$ cat src/rtl/wb_arb_pkg.sv
// Shared types and constants for the Wishbone arbiters: grant-state encoding,
// default watchdog limit and the slave response bundle.
package wb_arb_pkg;

    // Grant state doubles as the one-hot grant vector presented on gnt_o.
    typedef enum logic [1:0] {
        StIdle = 2'b00,
        StGnt0 = 2'b01,
        StGnt1 = 2'b10
    } arb_state_e;

    localparam int unsigned DEFAULT_TIMEOUT_CYCLES = 255;

    typedef struct packed {
        logic ack;
        logic err;
        logic rty;
    } wb_resp_t;

    localparam int unsigned RESP_WIDTH = $bits(wb_resp_t);

    function automatic int unsigned sel_width(input int unsigned data_width);
        return (data_width + 7) / 8;
    endfunction

endpackage

$ cat src/rtl/wb_arb_watchdog.sv
// Stall counter for the arbiter: pulses timeout for one cycle once the owner's
// strobe has waited TIMEOUT_CYCLES cycles with no slave response.
module wb_arb_watchdog #(
    parameter int unsigned TIMEOUT_CYCLES = 255
) (
    input  logic       clk,
    input  logic       rst,
    input  logic [1:0] gnt,
    input  logic       active,
    input  logic       resp,
    output logic       timeout
);

    localparam int unsigned CNT_W = $clog2(TIMEOUT_CYCLES + 1);
    localparam logic [CNT_W-1:0] LIMIT = CNT_W'(TIMEOUT_CYCLES);

    logic [CNT_W-1:0] cnt_q;
    logic [CNT_W-1:0] cnt_d;
    logic [CNT_W-1:0] cnt_eff;
    logic [1:0]       gnt_q;

    // A grant change discards any count left by the previous owner.
    always_comb begin
        cnt_eff = (gnt != gnt_q) ? '0 : cnt_q;
        timeout = active && !resp && (cnt_eff == LIMIT);
        cnt_d   = '0;
        if (active && !resp && !timeout) begin
            cnt_d = cnt_eff + 1'b1;
        end
    end

    always_ff @(posedge clk or posedge rst) begin
        if (rst) begin
            cnt_q <= '0;
            gnt_q <= 2'b00;
        end else begin
            cnt_q <= cnt_d;
            gnt_q <= gnt;
        end
    end

endmodule

$ cat src/rtl/wb_master_arbiter.sv
// Two-master round-robin Wishbone B3 classic arbiter with whole-burst bus lock.
// Define WB_ARB_TIMEOUT_EN to add the stall watchdog that errors hung cycles.
module wb_master_arbiter
    import wb_arb_pkg::*;
#(
    parameter int unsigned DATA_WIDTH     = 32,
    parameter int unsigned ADDR_WIDTH     = 32,
    parameter int unsigned SELECT_WIDTH   = sel_width(DATA_WIDTH),
    parameter int unsigned TIMEOUT_CYCLES = DEFAULT_TIMEOUT_CYCLES
) (
    input  logic                    clk,
    input  logic                    rst,

    input  logic [ADDR_WIDTH-1:0]   m0_adr_i,
    input  logic [DATA_WIDTH-1:0]   m0_dat_i,
    output logic [DATA_WIDTH-1:0]   m0_dat_o,
    input  logic                    m0_we_i,
    input  logic [SELECT_WIDTH-1:0] m0_sel_i,
    input  logic                    m0_stb_i,
    input  logic                    m0_cyc_i,
    output logic                    m0_ack_o,
    output logic                    m0_err_o,
    output logic                    m0_rty_o,

    input  logic [ADDR_WIDTH-1:0]   m1_adr_i,
    input  logic [DATA_WIDTH-1:0]   m1_dat_i,
    output logic [DATA_WIDTH-1:0]   m1_dat_o,
    input  logic                    m1_we_i,
    input  logic [SELECT_WIDTH-1:0] m1_sel_i,
    input  logic                    m1_stb_i,
    input  logic                    m1_cyc_i,
    output logic                    m1_ack_o,
    output logic                    m1_err_o,
    output logic                    m1_rty_o,

    output logic [ADDR_WIDTH-1:0]   wbs_adr_o,
    output logic [DATA_WIDTH-1:0]   wbs_dat_o,
    input  logic [DATA_WIDTH-1:0]   wbs_dat_i,
    output logic                    wbs_we_o,
    output logic [SELECT_WIDTH-1:0] wbs_sel_o,
    output logic                    wbs_stb_o,
    output logic                    wbs_cyc_o,
    input  logic                    wbs_ack_i,
    input  logic                    wbs_err_i,
    input  logic                    wbs_rty_i,

    output logic [1:0]              gnt_o
);

    arb_state_e state;
    logic       last;  // 1: m1 owned most recently, 0: m0
    logic       own0;
    logic       own1;
    logic       owner_stb;
    logic       owner_cyc;
    logic       wd_timeout;
    wb_resp_t   slv_resp;

    // Grant FSM; the state register is itself the registered one-hot grant.
    always_ff @(posedge clk or posedge rst) begin
        if (rst) begin
            state <= StIdle;
            last  <= 1'b1;
        end else begin
            case (state)
                StIdle: begin
                    if (m0_cyc_i && m1_cyc_i) begin
                        if (last) begin
                            state <= StGnt0;
                            last  <= 1'b0;
                        end else begin
                            state <= StGnt1;
                            last  <= 1'b1;
                        end
                    end else if (m0_cyc_i) begin
                        state <= StGnt0;
                        last  <= 1'b0;
                    end else if (m1_cyc_i) begin
                        state <= StGnt1;
                        last  <= 1'b1;
                    end
                end
                StGnt0: begin
                    if (!m0_cyc_i) begin
                        if (m1_cyc_i) begin
                            state <= StGnt1;
                            last  <= 1'b1;
                        end else begin
                            state <= StIdle;
                        end
                    end
                end
                StGnt1: begin
                    if (!m1_cyc_i) begin
                        if (m0_cyc_i) begin
                            state <= StGnt0;
                            last  <= 1'b0;
                        end else begin
                            state <= StIdle;
                        end
                    end
                end
                default: state <= StIdle;
            endcase
        end
    end

    assign own0  = (state == StGnt0);
    assign own1  = (state == StGnt1);
    assign gnt_o = state;

    always_comb begin
        wbs_adr_o = '0;
        wbs_dat_o = '0;
        wbs_we_o  = 1'b0;
        wbs_sel_o = '0;
        owner_stb = 1'b0;
        owner_cyc = 1'b0;
        case (state)
            StGnt0: begin
                wbs_adr_o = m0_adr_i;
                wbs_dat_o = m0_dat_i;
                wbs_we_o  = m0_we_i;
                wbs_sel_o = m0_sel_i;
                owner_stb = m0_stb_i;
                owner_cyc = m0_cyc_i;
            end
            StGnt1: begin
                wbs_adr_o = m1_adr_i;
                wbs_dat_o = m1_dat_i;
                wbs_we_o  = m1_we_i;
                wbs_sel_o = m1_sel_i;
                owner_stb = m1_stb_i;
                owner_cyc = m1_cyc_i;
            end
            default: ;
        endcase
    end

    assign wbs_cyc_o = owner_cyc;
    assign wbs_stb_o = owner_stb && owner_cyc && !wd_timeout;

    assign slv_resp.ack = wbs_ack_i;
    assign slv_resp.err = wbs_err_i;
    assign slv_resp.rty = wbs_rty_i;

`ifdef WB_ARB_TIMEOUT_EN
    wb_arb_watchdog #(
        .TIMEOUT_CYCLES (TIMEOUT_CYCLES)
    ) u_watchdog (
        .clk     (clk),
        .rst     (rst),
        .gnt     (gnt_o),
        .active  (owner_stb && owner_cyc),
        .resp    (|slv_resp),
        .timeout (wd_timeout)
    );
`else
    assign wd_timeout = 1'b0;
`endif

    // Routing keys off the registered grant, so an ack arriving as the owner
    // drops cyc still reaches it.
    assign m0_ack_o = own0 && slv_resp.ack;
    assign m0_err_o = own0 && (slv_resp.err || wd_timeout);
    assign m0_rty_o = own0 && slv_resp.rty;
    assign m1_ack_o = own1 && slv_resp.ack;
    assign m1_err_o = own1 && (slv_resp.err || wd_timeout);
    assign m1_rty_o = own1 && slv_resp.rty;

    assign m0_dat_o = wbs_dat_i;
    assign m1_dat_o = wbs_dat_i;

endmodule
$ cat config.mk
export PLATFORM = sky130hd
export DESIGN_NAME = wb_master_arbiter
export DESIGN_NICKNAME = d
export VERILOG_FILES = /design/src/rtl/wb_arb_pkg.sv /design/src/rtl/wb_arb_watchdog.sv /design/src/rtl/wb_master_arbiter.sv
export SDC_FILE = /design/constraint.sdc
export NUM_CORES = 1
export LEC_CHECK = 0
export ABC_CLOCK_PERIOD_IN_PS = 2700
export CORE_AREA = 4 4 122 124
export CTS_CLUSTER_SIZE = 20
export DETAILED_ROUTE_END_ITERATION = 16
export DIE_AREA = 0 0 126 128
export GPL_TIMING_DRIVEN = 0
export PLACE_DENSITY = 0.57
export RECOVER_POWER = 25
export SLEW_MARGIN = 40
export SYNTH_ARGS = -nofsm -noshare
export SYNTH_HDL_FRONTEND = slang
export SYNTH_HIERARCHICAL = 1
export SYNTH_SLANG_ARGS = --single-unit
$ cat constraint.sdc
create_clock -name clk -period 2.7 [get_ports clk]
set_clock_uncertainty 0.15 [all_clocks]
set_input_delay 0.54 -clock clk [delete_from_list [all_inputs] [get_ports clk]]
set_output_delay 0.54 -clock clk [all_outputs]
set_load 0.02 [all_outputs]
==> impl_metrics.py, run 1 <==
metrics = {
    "sta": {
        "unrepaired_setup_endpoints_after_global_routing": "true",
        "max_slew.worst_pin.slew_ns": 0.347,
        "min_period_over_period": 0.982,
        "number_of_hold_slack_violations_in_the_final_timing_report": 0,
        "timing.fmax_ghz": 0.377,
        "whs_ns": 0.436,
        "period_minus_slack_ns": 2.65,
        "setup_violations": 0,
        "setup_slack_ns": 0.0498,
        "totalNegativeSetupSlack_ns": 0,
        "final-max-slew-violation-count": 0,
        "max_slew_margin": 0.765,
    },
    "finish": {
        "layout.core_utilization": 0.337,
        "finish.net_count": 667,
        "drive_gt1_frac": 0.321,
        "final_cells": 663,
        "insertedDiodeCount": 0,
        "syn2layout_area_growth_pct": 209,
    },
    "cts": {
        "cts_tree": "yes",
        "clock_sink_count": 3,
        "numCtsBuffers": 3,
        "htree_num_levels": 1,
        "cts.path.max_buffers": 2,
        "insertion_delay_ns": 0.22,
        "hold_buffers": 0,
        "clk_pin_slew_ns": 0.03,
        "cts_root_buf": "sky130_fd_sc_hd__clkbuf_16",
    },
    "routing": {
        "drc": 0,
        "drt-wirelength-per-cell_um": 18.4,
        "first_pass_iteration_count_of_the_detailed_router": 4,
        "drt_first_iter_violations": 75,
        "totalWireLength_mm": 12.2,
        "via_count": 2571,
        "drtAntennaViolNets": 0,
        "via_per_inst": 3.88,
    },
    "setup_path": {
        "cp_depth": 5,
        "worst-endpoint-required_ns": 2.01,
        "crit_path_start_kind": "input pin",
        "cp_top_family": "buffers and inverters",
        "critical_path.reg2reg.endpoint": "last",
        "r2r-start": "gnt_o[1]",
        "crit_path_max_fanout": 5,
        "criticalPathCategory": "input pin to output pin",
        "timing.critical_path.cells": "clkdlybuf4s50_1 -> a22o_4 -> and2_1 -> nor2b_1 -> clkdlybuf4s15_1",
        "logic_depth_of_the_worst_register_to_register_path": 7,
        "regToRegSetupSlack_ns": 0.99,
        "setup.worst_path.end_class": "output pin",
        "critical-path-max-stage-delay_ns": 0.51,
        "worstPathBufferInverterCount": 2,
        "slowest_stage": "sky130_fd_sc_hd__clkdlybuf4s50_1",
        "crit_arrival_ns": 1.96,
    },
    "die": {
        "placementRows": 43,
        "placeable_area_um2": 13800,
        "die_area_um2": 16100,
        "fp.dieH_um": 128,
        "num_io_pins": 322,
        "initial_utilization": 0.109,
        "dieWidth_um": 126,
    },
    "placement": {
        "gp_congestion": 0.910,
        "cells_after_dpl": 657,
        "worst_setup_slack_post_dpl_ns": -0.333,
        "hpwlAfterDp_mm": 10.6,
        "port_buffers": 289,
    },
    "yosys": {
        "syn-instance-count": 188,
        "synth_async_sr_flop_share": 1.00,
        "synthesis.nets": 371,
        "synth_warnings": 6,
        "synth.lib_cells_used.distinct": 20,
        "syn_avg_cell_area_um2": 8.01,
        "synth_area_um2": 1510,
        "synth_seq_area_share": 0.0507,
        "synthFlopType": "sky130_fd_sc_hd__dfrtp_1",
        "postSynthRegisterBits": 3,
        "synth_enable_flop_cells": 0,
    },
    "global_route": {
        "via_count_of_the_first_global_routing_pass": 2756,
        "grt_max_degree": 11,
        "grt_first_pass_wirelength_mm": 17.2,
        "gr_ovfl_total": 0,
        "grt_antenna_before_repair": 0,
        "groute.usage.overall": 0.135,
    },
    "pwr": {
        "leakage_nw": 2.02,
        "powerDensity_nw_per_um2": 650,
        "worst_ir_drop_vdd_uv": 571,
    },
    "min_path": {
        "worst_hold_path_type": "register to register",
        "min-delay-start": "last",
        "min_delay_path_depth": 2,
        "hold_end": "last",
    },
    "flow_run": {
        "number_of_max_capacitance_violations_reported": 0,
    },
    "outcome": {
        "run_status": "complete, no violations",
    },
}
## tightest hold or removal path, delay by kind of cell, from the launching register on
family,cells,cell delay [ns]
AOI/OAI and AO/OA,2,0.20
DFF,1,0.37
## layout make-up
| cell class | count | area (um^2) |
|---|---|---|
| buffer | 80 | 616 |
| clock buffer | 4 | 78.8 |
| fill | 1442 | 9130 |
| inverter | 5 | 23.8 |
| multi-input combinational | 100 | 875 |
| sequential | 3 | 78.8 |
| tap | 180 | 225 |
| timing repair buffer | 291 | 2750 |
## state kept, by name (all words and copies together) (netlist names)
signal and count:
gnt_o 2, last 1
## layout by cell type, fill, tap and decap left out, drive strengths merged
master         synthesis  layout
dlymetal6s2s           0       1
a22o                  70      70
a221oi                 1       1
nand2b                 1       1
o21ai                  3       3
inv                    5       5
nor3b                  1       1
dfstp                  1       1
clkdlybuf4s50          0     216
ha                     4       4
and3b                  1       1
buf                   80     105
o41ai                  2       2
a21oi                  3       3
a22oi                  1       1
nor2                   1       1
dfrtp                  2       2
a31oi                  2       2
nor2b                  1       1
and2                   9       9
clkdlybuf4s15          0      31
dlygate4sd3            0       1
clkbuf                 0      18
dlygate4sd2            0       3
## cell usage after synthesis (2+ instances only)
cell	count	share of area
sky130_fd_sc_hd__o41ai_1	2	0.012
sky130_fd_sc_hd__o21ai_0	3	0.010
sky130_fd_sc_hd__buf_2	12	0.040
sky130_fd_sc_hd__buf_6	3	0.022
sky130_fd_sc_hd__a21oi_1	3	0.010
sky130_fd_sc_hd__buf_4	65	0.32
sky130_fd_sc_hd__ha_1	4	0.033
sky130_fd_sc_hd__inv_1	5	0.012
sky130_fd_sc_hd__a31oi_1	2	0.0083
sky130_fd_sc_hd__a22o_1	70	0.41
sky130_fd_sc_hd__dfrtp_1	2	0.033
sky130_fd_sc_hd__and2_1	9	0.037
## what timing repair did
item                                    CTS  global route
gates resized for setup                 226            38
pin swaps                                 0             1
setup buffers                             2             0
endpoints found under the setup margin   71            54
cloned                                    0             0
## where the power goes
part | internal [mW] | leakage [nW] | switching [mW]
Combinational | 1.27 | 1.95 | 1.41
Clock | 0.195 | 0.0382 | 0.0398
Sequential | 0.0755 | 0.0333 | 0.0317
Total | 1.54 | 2.02 | 1.48
## per-layer routing
layer	track usage	vias to the layer above	routed length, um
met5	0	-	0
met2	0.254	160	6490
li1	-	1236	-
met1	0.154	1167	4590
met3	0.0396	8	1040
met4	0.0227	0	109
## metrics by stage
stage          instance area [um^2]  total power [mW]
4_1_cts                        4710              3.07
3_3_place_gp                   4620              2.92
5_1_grt                        4650              3.20
2_1_floorplan                  1510              1.54
6_report                       4650              3.02
3_5_place_dp                   4620              2.93
## worst max-delay path by stage
| stage | start | end | slack [ns] |
|---|---|---|---|
| 5_1_grt | m0_cyc_i | wbs_stb_o | -0.03 |
| 3_5_place_dp | gnt_o[1] | wbs_we_o | -0.33 |
| 2_1_floorplan | gnt_o[0] | wbs_adr_o[0] | 0.31 |
| 4_1_cts | m1_cyc_i | wbs_stb_o | 0.0002 |
| 6_report | m0_cyc_i | wbs_stb_o | 0.05 |
| 3_3_place_gp | gnt_o[1] | wbs_sel_o[1] | -0.32 |
## logic make-up after synthesis
| logic type | count (synthesis) | share of synthesized area |
|---|---|---|
| and+or+nand+nor | 14 | 0.0590 |
| DFF | 3 | 0.0507 |
| adders and majority gates | 4 | 0.0333 |
| buffers and inverters | 85 | 0.399 |
| AOI/OAI and AO/OA | 82 | 0.458 |
(Power assumes the default switching activity.)
==> inputs of run 2 (changes only) <==
--- a/config.mk
+++ b/config.mk
@@ -7,6 +7,8 @@
 export LEC_CHECK = 0
 export ABC_CLOCK_PERIOD_IN_PS = 2700
 export CORE_AREA = 4 4 122 124
+export CTS_BUF_LIST = sky130_fd_sc_hd__clkbuf_8 sky130_fd_sc_hd__clkbuf_16
+export CTS_CLUSTER_DIAMETER = 100
 export CTS_CLUSTER_SIZE = 20
 export DETAILED_ROUTE_END_ITERATION = 16
 export DIE_AREA = 0 0 126 128
==> run 2 against run 1 <==
Power fell by 0.12%; routed wire length did not move; largest power group unchanged; worst hold slack barely moved; die area did not move; sequential power barely moved; clock-buffer cell count fell by 1; utilization did not move; fmax did not move; critical path depth did not move; sequential cell count did not move.
==> impl_metrics.py, run 2 (same netlist as run 1, synthesis figures left out) <==
metrics = {
    "setup_path": {
        "criticalPathCategory": "input pin to output pin",
        "worst-endpoint-required_ns": 2.01,
        "setup.worst_path.end_class": "output pin",
        "timing.critical_path.cells": "clkdlybuf4s50_1 -> a22o_4 -> and2_1 -> nor2b_1 -> clkdlybuf4s15_1",
        "critical-path-max-stage-delay_ns": 0.51,
        "slowest_stage": "sky130_fd_sc_hd__clkdlybuf4s50_1",
        "crit_arrival_ns": 1.96,
        "cp_top_family": "buffers and inverters",
        "worstPathBufferInverterCount": 2,
        "crit_path_max_fanout": 5,
        "crit_path_start_kind": "input pin",
    },
    "sta": {
        "totalNegativeSetupSlack_ns": 0,
        "unrepaired_setup_endpoints_after_global_routing": "true",
        "timing.fmax_ghz": 0.377,
        "min_period_over_period": 0.982,
        "number_of_hold_slack_violations_in_the_final_timing_report": 0,
        "max_slew_margin": 0.765,
        "setup_violations": 0,
        "max_slew.worst_pin.slew_ns": 0.347,
        "final-max-slew-violation-count": 0,
        "whs_ns": 0.436,
        "period_minus_slack_ns": 2.65,
    },
    "placement": {
        "instance_area_after_placement_um2": 4620,
        "port_buffers": 289,
        "hpwlAfterDp_mm": 10.6,
        "gp_congestion": 0.910,
    },
    "global_route": {
        "grt_antenna_before_repair": 0,
        "grt_first_pass_wirelength_mm": 17.2,
        "groute.usage.overall": 0.135,
        "grt_max_degree": 11,
        "via_count_of_the_first_global_routing_pass": 2756,
        "gr_ovfl_total": 0,
    },
    "die": {
        "dieWidth_um": 126,
        "initial_utilization": 0.109,
        "placeable_area_um2": 13800,
        "die_area_um2": 16100,
        "placementRows": 43,
        "num_io_pins": 322,
        "fp.dieH_um": 128,
    },
    "finish": {
        "finish.instance_area_um2": 4650,
        "seq_area_um2": 78.8,
        "number_of_flip_flops_under_the_largest_register_name": 2,
        "insertedDiodeCount": 0,
        "mostFrequentLayoutCells": "216 x sky130_fd_sc_hd__clkdlybuf4s50_1, 73 x sky130_fd_sc_hd__buf_4, 69 x sky130_fd_sc_hd__a22o_1",
        "multiInputGateArea_um2": 875,
        "layout.cells.most_common": "sky130_fd_sc_hd__clkdlybuf4s50_1",
        "drive_gt1_frac": 0.321,
        "fillerInstances": 1442,
        "syn2layout_area_growth_pct": 209,
        "finish.net_count": 667,
    },
    "min_path": {
        "worst_hold_path_type": "register to register",
    },
    "pwr": {
        "leakage_nw": 2.03,
        "worst_ir_drop_vdd_uv": 571,
        "p_int_mw": 1.53,
        "powerDensity_nw_per_um2": 649,
        "power_frac_clock": 0.077,
        "power.sequential.fraction": 0.036,
        "proportion_of_total_power_due_to_net_switching": 0.491,
        "p_comb_frac": 0.888,
        "total_switching_power_mw": 1.48,
    },
    "flow_run": {
        "number_of_max_capacitance_violations_reported": 0,
    },
    "routing": {
        "drt_first_iter_violations": 75,
        "first_pass_iteration_count_of_the_detailed_router": 4,
        "via_count": 2571,
        "drt-wirelength-per-cell_um": 18.4,
        "drtAntennaViolNets": 0,
        "via_per_inst": 3.88,
        "drc": 0,
        "totalWireLength_mm": 12.2,
    },
    "cts": {
        "cts_root_buf": "sky130_fd_sc_hd__clkbuf_16",
        "insertion_delay_ns": 0.22,
        "cts.path.max_buffers": 2,
        "clock_sink_count": 3,
        "clk_pin_slew_ns": 0.03,
        "numCtsBuffers": 3,
        "cts_tree": "yes",
        "htree_num_levels": 1,
    },
    "outcome": {
        "run_status": "complete, no violations",
    },
}
run 2: layer usage:
layer / global-route usage / vias to the layer above / wire length [um]
met2: 0.254 / 160 / 6490
met4: 0.0227 / 0 / 109
li1: - / 1236 / -
met5: 0 / - / 0
met3: 0.0396 / 8 / 1040
met1: 0.154 / 1167 / 4590
run 2: final cells by class:
class / count / share of cell area
inverter: 5 / 0.00511
multi-input combinational: 100 / 0.188
buffer: 80 / 0.132
tap: 180 / 0.0485
clock buffer: 3 / 0.0162
clock inverter: 1 / 0.000808
timing repair buffer: 291 / 0.592
sequential: 3 / 0.0170
run 2: through the flow:
| stage | setup slack [ns] | utilization | instances | total power [mW] |
|---|---|---|---|---|
| 3_3_place_gp | -0.317 | 0.336 | 657 | 2.92 |
| 4_1_cts | 0.000173 | 0.342 | 663 | 3.06 |
| 6_report | 0.0498 | 0.337 | 663 | 3.02 |
| 5_1_grt | -0.0336 | 0.337 | 663 | 3.19 |
| 3_5_place_dp | -0.333 | 0.336 | 657 | 2.93 |
| 2_1_floorplan | 0.312 | - | 188 | 1.54 |
run 2: timing repair:
item                                    in CTS  in global routing
pin swaps                                    0                  1
resized for setup                          226                 38
endpoints found under the setup margin      71                 54
hold buffers                                 0                  0
setup buffers                                2                  0
run 2: path summary, 6_finish.rpt:
path	from	endpoint	slack [ns]	cells past startpoint
setup / recovery	m0_cyc_i	wbs_stb_o	0.05	5
hold / removal	last	last	0.44	2
setup reg to reg	gnt_o[1]	last	0.99	7
hold reg to reg	last	last	0.44	2
max in group asynchronous	rst	last	1.72	2
min in group asynchronous	rst	gnt_o[1]	0.47	2
run 2: power groups by stage:
stage / sequential (mW) / clock [mW] / combinational, mW
global placement: 0.0970 / 0 / 2.83
global route: 0.112 / 0.237 / 2.84
CTS: 0.0965 / 0.234 / 2.73
finish: 0.107 / 0.231 / 2.68
floorplan: 0.107 / 0 / 1.43
detailed placement: 0.0977 / 0 / 2.83
run 2: worst reg2reg max path, delay by kind of cell (launching register included):
kind / cells / cell delay (ns)
flip-flops: 1 / 0.41
buffers and inverters: 3 / 0.42
adder cells (fa/ha/maj): 1 / 0.27
AO/OA/AOI/OAI: 1 / 0.19
AND/OR/NAND/NOR: 2 / 0.17
